`src/rtl/memory_if.sv`:
```
// Request/response bundle between a processor and the byte-wide memory subsystem.
// Debug taps (state, hit/clean, last cache write address) ride along with the response.
interface memory_if;
  logic        start;
  logic        isIndirect;
  logic [1:0]  cntrl;
  logic [7:0]  addr;
  logic [7:0]  dataIn;
  logic [7:0]  dataOut;
  logic        dataReady;
  logic [18:0] TEMPstateTEMP;
  logic [1:0]  hitCleanTEMP;
  logic [7:0]  wCacheAddr;

  modport master (
    output start, isIndirect, cntrl, addr, dataIn,
    input  dataOut, dataReady, TEMPstateTEMP,
    input  hitCleanTEMP, wCacheAddr
  );

  modport slave (
    input  start, isIndirect, cntrl, addr, dataIn,
    output dataOut, dataReady, TEMPstateTEMP,
    output hitCleanTEMP, wCacheAddr
  );
endinterface

```
`src/rtl/memory_module.sv`:
```
// 256x8 RAM behind a 16-line direct-mapped write-back cache, one byte per line.
// Single outstanding request; optional pointer-through-memory addressing.
module memory_module (
  input logic    clk,
  input logic    clrRAM,
  memory_if.slave bus
);
  localparam int LOOKUP    = 0;
  localparam int WB_ADDR   = 1;
  localparam int WB_WAIT   = 2;
  localparam int WB_DONE   = 3;
  localparam int FILL_ADDR = 4;
  localparam int FILL_WAIT = 5;
  localparam int FILL_DONE = 6;
  localparam int ACCESS    = 7;
  localparam int IND_PTR   = 8;
  localparam int RD_OUT    = 9;
  localparam int WR_CACHE  = 10;
  localparam int WT_ADDR   = 11;
  localparam int WT_WAIT   = 12;
  localparam int WT_DONE   = 13;
  localparam int FL_ADDR   = 14;
  localparam int FL_WAIT   = 15;
  localparam int FL_DONE   = 16;
  localparam int READY     = 17;
  localparam int IDLE      = 18;

  localparam logic [18:0] S_LOOKUP    = 19'd1 << LOOKUP;
  localparam logic [18:0] S_WB_ADDR   = 19'd1 << WB_ADDR;
  localparam logic [18:0] S_WB_WAIT   = 19'd1 << WB_WAIT;
  localparam logic [18:0] S_WB_DONE   = 19'd1 << WB_DONE;
  localparam logic [18:0] S_FILL_ADDR = 19'd1 << FILL_ADDR;
  localparam logic [18:0] S_FILL_WAIT = 19'd1 << FILL_WAIT;
  localparam logic [18:0] S_FILL_DONE = 19'd1 << FILL_DONE;
  localparam logic [18:0] S_ACCESS    = 19'd1 << ACCESS;
  localparam logic [18:0] S_IND_PTR   = 19'd1 << IND_PTR;
  localparam logic [18:0] S_RD_OUT    = 19'd1 << RD_OUT;
  localparam logic [18:0] S_WR_CACHE  = 19'd1 << WR_CACHE;
  localparam logic [18:0] S_WT_ADDR   = 19'd1 << WT_ADDR;
  localparam logic [18:0] S_WT_WAIT   = 19'd1 << WT_WAIT;
  localparam logic [18:0] S_WT_DONE   = 19'd1 << WT_DONE;
  localparam logic [18:0] S_FL_ADDR   = 19'd1 << FL_ADDR;
  localparam logic [18:0] S_FL_WAIT   = 19'd1 << FL_WAIT;
  localparam logic [18:0] S_FL_DONE   = 19'd1 << FL_DONE;
  localparam logic [18:0] S_READY     = 19'd1 << READY;
  localparam logic [18:0] S_IDLE      = 19'd1 << IDLE;

  logic [18:0] state;
  logic [18:0] nextState;

  logic [7:0]  ram [256];
  logic [7:0]  lineData [16];
  logic [3:0]  lineTag [16];
  logic [15:0] lineValid;
  logic [15:0] lineDirty;

  logic [1:0]  opCntrl;
  logic [7:0]  opData;
  logic [7:0]  eff;
  logic        phasePtr;
  logic [7:0]  ramAddr;
  logic [7:0]  dataOutQ;
  logic [1:0]  hitCleanQ;
  logic [7:0]  wAddrQ;

  logic [3:0]  idx;
  logic        hit;
  logic        clean;

  assign idx   = eff[3:0];
  assign hit   = lineValid[idx] && (lineTag[idx] == eff[7:4]);
  assign clean = !lineDirty[idx];

  always_ff @(posedge clk) begin
    if (clrRAM) state <= S_IDLE;
    else        state <= nextState;
  end

  always_comb begin
    nextState = S_IDLE;
    unique case (1'b1)
      state[IDLE]:      nextState = bus.start ? S_LOOKUP : S_IDLE;
      state[LOOKUP]:    nextState = hit   ? S_ACCESS :
                                    clean ? S_FILL_ADDR : S_WB_ADDR;
      state[WB_ADDR]:   nextState = S_WB_WAIT;
      state[WB_WAIT]:   nextState = S_WB_DONE;
      state[WB_DONE]:   nextState = S_FILL_ADDR;
      state[FILL_ADDR]: nextState = S_FILL_WAIT;
      state[FILL_WAIT]: nextState = S_FILL_DONE;
      state[FILL_DONE]: nextState = S_ACCESS;
      state[ACCESS]:    nextState = phasePtr   ? S_IND_PTR :
                                    opCntrl[1] ? S_WR_CACHE : S_RD_OUT;
      state[IND_PTR]:   nextState = S_LOOKUP;
      state[RD_OUT]:    nextState = (opCntrl == 2'b00 && !clean)
                                    ? S_FL_ADDR : S_READY;
      state[WR_CACHE]:  nextState = opCntrl[0] ? S_READY : S_WT_ADDR;
      state[WT_ADDR]:   nextState = S_WT_WAIT;
      state[WT_WAIT]:   nextState = S_WT_DONE;
      state[WT_DONE]:   nextState = S_READY;
      state[FL_ADDR]:   nextState = S_FL_WAIT;
      state[FL_WAIT]:   nextState = S_FL_DONE;
      state[FL_DONE]:   nextState = S_READY;
      state[READY]:     nextState = S_IDLE;
      default:          nextState = S_IDLE;
    endcase
  end

  always_comb begin
    bus.dataReady     = state[READY];
    bus.TEMPstateTEMP = state;
    bus.dataOut       = dataOutQ;
    bus.hitCleanTEMP  = hitCleanQ;
    bus.wCacheAddr    = wAddrQ;
  end

  // RAM port, cache arrays and request registers, all advanced by state
  always_ff @(posedge clk) begin
    if (clrRAM) begin
      for (int i = 0; i < 256; i++) ram[i] <= '0;
      for (int i = 0; i < 16; i++) begin
        lineData[i] <= '0;
        lineTag[i]  <= '0;
      end
      lineValid <= '0;
      lineDirty <= '0;
      opCntrl   <= '0;
      opData    <= '0;
      eff       <= '0;
      phasePtr  <= 1'b0;
      ramAddr   <= '0;
      dataOutQ  <= '0;
      hitCleanQ <= '0;
      wAddrQ    <= '0;
    end else begin
      unique case (1'b1)
        state[IDLE]: begin
          if (bus.start) begin
            opCntrl  <= bus.cntrl;
            opData   <= bus.dataIn;
            eff      <= bus.addr;
            phasePtr <= bus.isIndirect;
          end
        end
        state[LOOKUP]:  hitCleanQ <= {hit, clean};
        state[WB_ADDR]: ramAddr <= {lineTag[idx], idx};
        state[WB_DONE]: begin
          ram[ramAddr]   <= lineData[idx];
          lineDirty[idx] <= 1'b0;
        end
        state[FILL_ADDR], state[WT_ADDR], state[FL_ADDR]:
          ramAddr <= eff;
        state[FILL_DONE]: begin
          lineData[idx]  <= ram[ramAddr];
          lineTag[idx]   <= eff[7:4];
          lineValid[idx] <= 1'b1;
          lineDirty[idx] <= 1'b0;
          wAddrQ         <= eff;
        end
        state[IND_PTR]: begin
          eff      <= lineData[idx];
          phasePtr <= 1'b0;
        end
        state[RD_OUT]: begin
          dataOutQ <= lineData[idx];
          if (opCntrl == 2'b00 && clean) lineValid[idx] <= 1'b0;
        end
        state[WR_CACHE]: begin
          lineData[idx]  <= opData;
          lineDirty[idx] <= opCntrl[0];
          wAddrQ         <= eff;
          dataOutQ       <= opData;
        end
        state[WT_DONE]: ram[ramAddr] <= opData;
        state[FL_DONE]: begin
          ram[ramAddr]   <= lineData[idx];
          lineValid[idx] <= 1'b0;
          lineDirty[idx] <= 1'b0;
        end
        default: ;
      endcase
    end
  end
endmodule

```
`src/flat_wrapper.sv`:
```
// flat-port wrapper written by rule: the top's interface ports become plain ports
module memory_module_flat 
  (clk, clrRAM, bus_start, bus_isIndirect, bus_cntrl, bus_addr, bus_dataIn, bus_dataOut, bus_dataReady, bus_TEMPstateTEMP, bus_hitCleanTEMP, bus_wCacheAddr);
  memory_if bus_i ();
  input logic clk;
  input logic clrRAM;
  input wire logic [$bits(bus_i.start)-1:0] bus_start;
  input wire logic [$bits(bus_i.isIndirect)-1:0] bus_isIndirect;
  input wire logic [$bits(bus_i.cntrl)-1:0] bus_cntrl;
  input wire logic [$bits(bus_i.addr)-1:0] bus_addr;
  input wire logic [$bits(bus_i.dataIn)-1:0] bus_dataIn;
  output wire logic [$bits(bus_i.dataOut)-1:0] bus_dataOut;
  output wire logic [$bits(bus_i.dataReady)-1:0] bus_dataReady;
  output wire logic [$bits(bus_i.TEMPstateTEMP)-1:0] bus_TEMPstateTEMP;
  output wire logic [$bits(bus_i.hitCleanTEMP)-1:0] bus_hitCleanTEMP;
  output wire logic [$bits(bus_i.wCacheAddr)-1:0] bus_wCacheAddr;
  assign bus_i.start = bus_start;
  assign bus_i.isIndirect = bus_isIndirect;
  assign bus_i.cntrl = bus_cntrl;
  assign bus_i.addr = bus_addr;
  assign bus_i.dataIn = bus_dataIn;
  assign bus_dataOut = bus_i.dataOut;
  assign bus_dataReady = bus_i.dataReady;
  assign bus_TEMPstateTEMP = bus_i.TEMPstateTEMP;
  assign bus_hitCleanTEMP = bus_i.hitCleanTEMP;
  assign bus_wCacheAddr = bus_i.wCacheAddr;
  memory_module u_core (.clk(clk), .clrRAM(clrRAM), .bus(bus_i));
endmodule
```
`config.mk`:
```
export PLATFORM = sky130hd
export DESIGN_NAME = memory_module_flat
export DESIGN_NICKNAME = d
export VERILOG_FILES = /design/src/rtl/memory_if.sv /design/src/rtl/memory_module.sv /design/src/flat_wrapper.sv
export SDC_FILE = /design/constraint.sdc
export NUM_CORES = 2
export LEC_CHECK = 0
export BUFFER_PORTS_ARGS = -buffer_cell sky130_fd_sc_hd__buf_4
export CELL_PAD_IN_SITES_DETAIL_PLACEMENT = 1
export CELL_PAD_IN_SITES_GLOBAL_PLACEMENT = 1
export CORE_MARGIN = 8
export CORE_UTILIZATION = 30
export CTS_CLUSTER_DIAMETER = 40
export DETAILED_ROUTE_END_ITERATION = 10
export PLACE_DENSITY = 0.47
export SYNTH_ARGS = -nofsm -noshare
export SYNTH_HDL_FRONTEND = slang
export SYNTH_SLANG_ARGS = --single-unit
```
`constraint.sdc`:
```
create_clock -name clk -period 4.45 [get_ports clk]
set_clock_uncertainty 0.2 [all_clocks]
set_input_delay 0.89 -clock clk [delete_from_list [all_inputs] [get_ports clk]]
set_output_delay 0.89 -clock clk [all_outputs]
set_load 0.02 [all_outputs]
```
# After elaboration in Yosys (flattened, before gate mapping)
# Memory sizes are Yosys's and may differ from the RTL's. A register that Yosys moved wholly into a read port is not among the register bits.
# Index checks and enable logic that the tools add are counted.
dict set report classes {
  magnitude_cmp 2
  eq_ne 3
  n_mux 59
  bitwise_logic 7
  reduce_logical 21
}
# cell n
set op_table {}
lappend op_table {{one-hot mux 19 bit (17 select lines)} 1}
lappend op_table {{2-to-1 mux 8 bit} 9}
lappend op_table {{2-to-1 mux 19 bit} 3}
lappend op_table {{one-hot mux 16 bit (3 select lines)} 1}
lappend op_table {{one-hot mux 8 bit (2 select lines)} 3}
lappend op_table {{2-to-1 mux 18 bit} 2}
lappend op_table {{AND 16 bit} 2}
lappend op_table {{one-hot mux 16 bit (2 select lines)} 1}
lappend op_table {{2-to-1 mux 4 bit} 7}
lappend op_table {{2-to-1 mux 1 bit} 24}
lappend op_table {{bitwise mux 16 bit} 1}
lappend op_table {{2-to-1 mux 16 bit} 1}
lappend op_table {{NOT 16 bit} 1}
lappend op_table {{bitwise OR 16 bit} 1}
lappend op_table {{OR reduction 8 bit} 2}
lappend op_table {{2-to-1 mux 11 bit} 1}
lappend op_table {{binary-select mux 1 bit (select 4 bit)} 2}
lappend op_table {{nonzero test 2 bit} 4}
lappend op_table {{AND reduction 2 bit} 3}
lappend op_table {{OR reduction 3 bit} 2}
lappend op_table {{< comparator 4 x 5 -> 1 bit, second input constant} 1}
lappend op_table {{2-to-1 mux 5 bit} 1}
lappend op_table {{demux 1 bit (select 4 bit)} 1}
lappend op_table {{== test 4 bit} 1}
lappend op_table {{10 further kinds} 17}
dict set report word_totals {
  reg_bits 96
  ramBits 2240
  inputBits 22
  output_inout_bits 38
  mem_count 3
}
# name words width read_ports rd_ports_with_merged_regs wr line
set mem_list {}
lappend mem_list {u_core.ram 256 8 1 1 256 memory_module.sv:51} ;# logic [7:0] ram [256];
lappend mem_list {u_core.lineData 16 8 1 1 16 memory_module.sv:52} ;# logic [7:0] lineData [16];
lappend mem_list {u_core.lineTag 16 4 1 1 16 memory_module.sv:53} ;# logic [3:0] lineTag [16];

# Depth between registers and ports, before layout
dict set report logic_depth {
  depth_word 8
  ltp_mapped 14
  ltp_nobuf 7
}

# Least setup slack after synthesis
# OpenSTA, ideal clock, no wires.
dict set report synth_timing {
  path_type {input to register}
  from {input port clrRAM}
  to {memory u_core.lineData[0][1] (data pin)}
  setup_ns 0.266
  t_arrival_ns 2.828
  t_required_ns 3.984
  path_slack_ns 1.156
  cell_stages 9
  path_buffers 2
  path_cell_list {nand2b_1 -> clkbuf_1 -> nand2_1 -> a21oi_1 -> nand3_1 -> or3_1 -> o31ai_4 -> buf_2 -> nor3_1}
}
# item line
set synth_lines {}
lappend synth_lines {{start: declaration} flat_wrapper.sv:6} ;# input logic clrRAM;
lappend synth_lines {{end: declaration} memory_module.sv:52}

==> flow_summary.toml <==
[synthesis]
yosys.cell_count.top_type = "edfxtp_1"
synth_area_leaders = "edfxtp_1 (65%), mux4_2 (8.0%), nor2_1 (7.7%)"
synthDistinctLibCells = 60
avgSynthCellArea_sq_um = 13.6
synthTopCellsByCount = "edfxtp_1 (2240), nor2_1 (2137), mux2i_1 (492)"
yosys_most_used_dff = "edfxtp_1"
yosysSeqAreaShare = 0.670
synthCells = 7620
synth_fp_nets = 7642
yosysTopAreaCellShare = 0.649
yosys.area.top_type = "edfxtp_1"
yosys_warnings = 0
async_flop_share = 0
synth_edf_count = 2240
ys_ff_latch = 2348
syn_area_sq_mm = 0.104

[routing]
viasPerCell = 5.08
drtPass1Iterations = 7
wl_per_cell_microns = 27.9
initialDrtViolationCount = 5624
drc = 0
antenna_left = 0
wirelength_microns = 359000
num_vias = 65400

[place]
placedCellCount = 12000
gp_congestion = 0.812
post-dp-hpwl_microns = 239000
dpl_worst_slack_ps = 157
io_buffers = 59
dpl_cell_area_sq_mm = 0.111

[die]
die_h_microns = 604
placementRows = 215
core_sq_mm = 0.343
die_w_microns = 604
die_area_sq_mm = 0.364
io-pin-count = 60
initial_utilization = 0.302

[global_routing]
grt.overflow.total = 0
grt_max_degree = 111
grt_pass1_vias = 68700
track_usage = 0.192
antenna_found_initial = 20
grt_first_pass_wirelength_microns = 513000

[power]
p_per_area_mw_per_mm2 = 500
power_mw = 63.1
ir_drop_mv = 0.294
p_leak_nw = 42.2

[clock_network]
cts_tree = "done"
clk_path_buf_depth = 4
cts.sinks = 2348
postCtsSetupBuffers = 0
clock-root-buffer = "clkbuf_16"
path_clk_slew_ps = 50
clock_latency_ps = 970
cts-buffers-inserted = 432
ctsHtreeMaxLevel = 5

[timing]
fin_crit_sh = 0.981
hold_violations = 0
fin_tns_setup_ps = 0
slew_headroom = 0.202
layout_min_cycle_time_ps = 4360
slew_violations = 0
rsz0062_at_grt = "no"
fin_ws_ps = 86.1
worstMarginPinSlew_ps = 1190
setup_viol = 0
holdWs_ps = 117
max_freq_mhz = 229

[setup_path]
cp-end-kind = "flip-flop"
path_class = "flip-flop to flip-flop"
cp.arrival_ps = 4850
cp_max_fo = 50
cp.required_ps = 4930
startpoint_type = "flip-flop"

[worst_hold_path]
hold_class = "input pin to flip-flop"

[cells_and_area]
post-route-cell-area_sq_mm = 0.126
drive_above_1_share = 0.200
postLayoutCoreUtil = 0.368
nets = 7960
fin_cells = 12900
area_growth_pct = 22.0

[run]
maxCapViolCount = 0

[outcome]
outcome = "complete, no violations"
## cells in the final DEF, fill, tap and decap left out, types with 33 or more instances in the layout
cell type   count
a221oi_1       34
nand2b_1      292
nor3_1        135
clkinvlp_4     47
nor2_1       2128
mux4_2        370
clkinv_2       64
clkinv_1       53
clkbuf_1       46
and2_1         72
nand3_1       117
bufinv_16      54
a21oi_1        80
mux2i_1       484
buf_4         372
dfxtp_1       102
inv_6          33
a22oi_1       245
clkinv_4       38
a31oi_1        44
clkbuf_16     441
buf_12         98
nand2_1       375
edfxtp_1     2240
## metal layers
layer	wire length, microns	vias up	GRT usage
li1	-	28800	-
met1	165000	34600	0.270
met2	168000	1626	0.312
met3	17000	438	0.0283
met4	8700	0	0.0471
met5	0	-	0
## repair_timing
item | 4_1_cts | 5_1_grt
resized for setup | 0 | 1
endpoints found under the hold margin | 21 | 0
hold buffers | 14 | 0
setup endpoints to repair | 0 | 16
## cell families after synthesis
| kind of cell | Yosys count | share of synthesized area |
|---|---|---|
| buffers and inverters | 607 | 0.0298 |
| AOI/OAI and AO/OA | 516 | 0.0361 |
| xor gates and xnor gates | 3 | 0.000254 |
| DFF | 2348 | 0.670 |
| and+or+nand+nor | 3283 | 0.136 |
| muxes | 863 | 0.128 |
## critical path: stages (launching register included)
cell,delay [ps]
dfxtp_2,660
nor2b_4,520
buf_12,380
buf_4,380
a22oi_1,110
a31oi_1,490
a31oi_1,510
nor3_4,480
buf_12,200
nor3_1,60
## power by group
group          internal, mW  leakage (nW)  switching [mW]
Clock                  21.4          7.11            11.9
Sequential             24.9          24.0           0.311
Combinational          1.26          11.1            3.34
Total                  47.6          42.2            15.6
## sequential cells by signal, summed over array words and instances, names as in the netlist, 16 cells and up, named ones only
name	cells
u_core.ram	2048
u_core.lineTag	64
u_core.lineDirty	16
u_core.lineData	128
u_core.bus.TEMPstateTEMP	19
## layout make-up
| type | count | area, sq um |
|---|---|---|
| multi-input cells | 4665 | 31500 |
| repair buffers | 485 | 4910 |
| fillers | 35300 | 217000 |
| inverters | 6 | 22.5 |
| diodes | 9 | 22.5 |
| well taps | 4557 | 5700 |
| clock inverters | 313 | 3520 |
| flip-flops and latches | 2348 | 69400 |
| clock buffers | 491 | 11300 |
## worst paths after layout
kind,endpoint,cells past startpoint,startpoint,slack [ps]
hold reg to reg,u_core.bus.wCacheAddr[7],2,u_core.bus.wCacheAddr[7],260
setup reg to reg,u_core.lineData[10][3],9,flip-flop,90
setup / recovery,u_core.lineData[10][3],9,flip-flop,90
hold / removal,u_core.eff[6],3,bus_addr[6],120
Power figures use the tool's default switching activity.
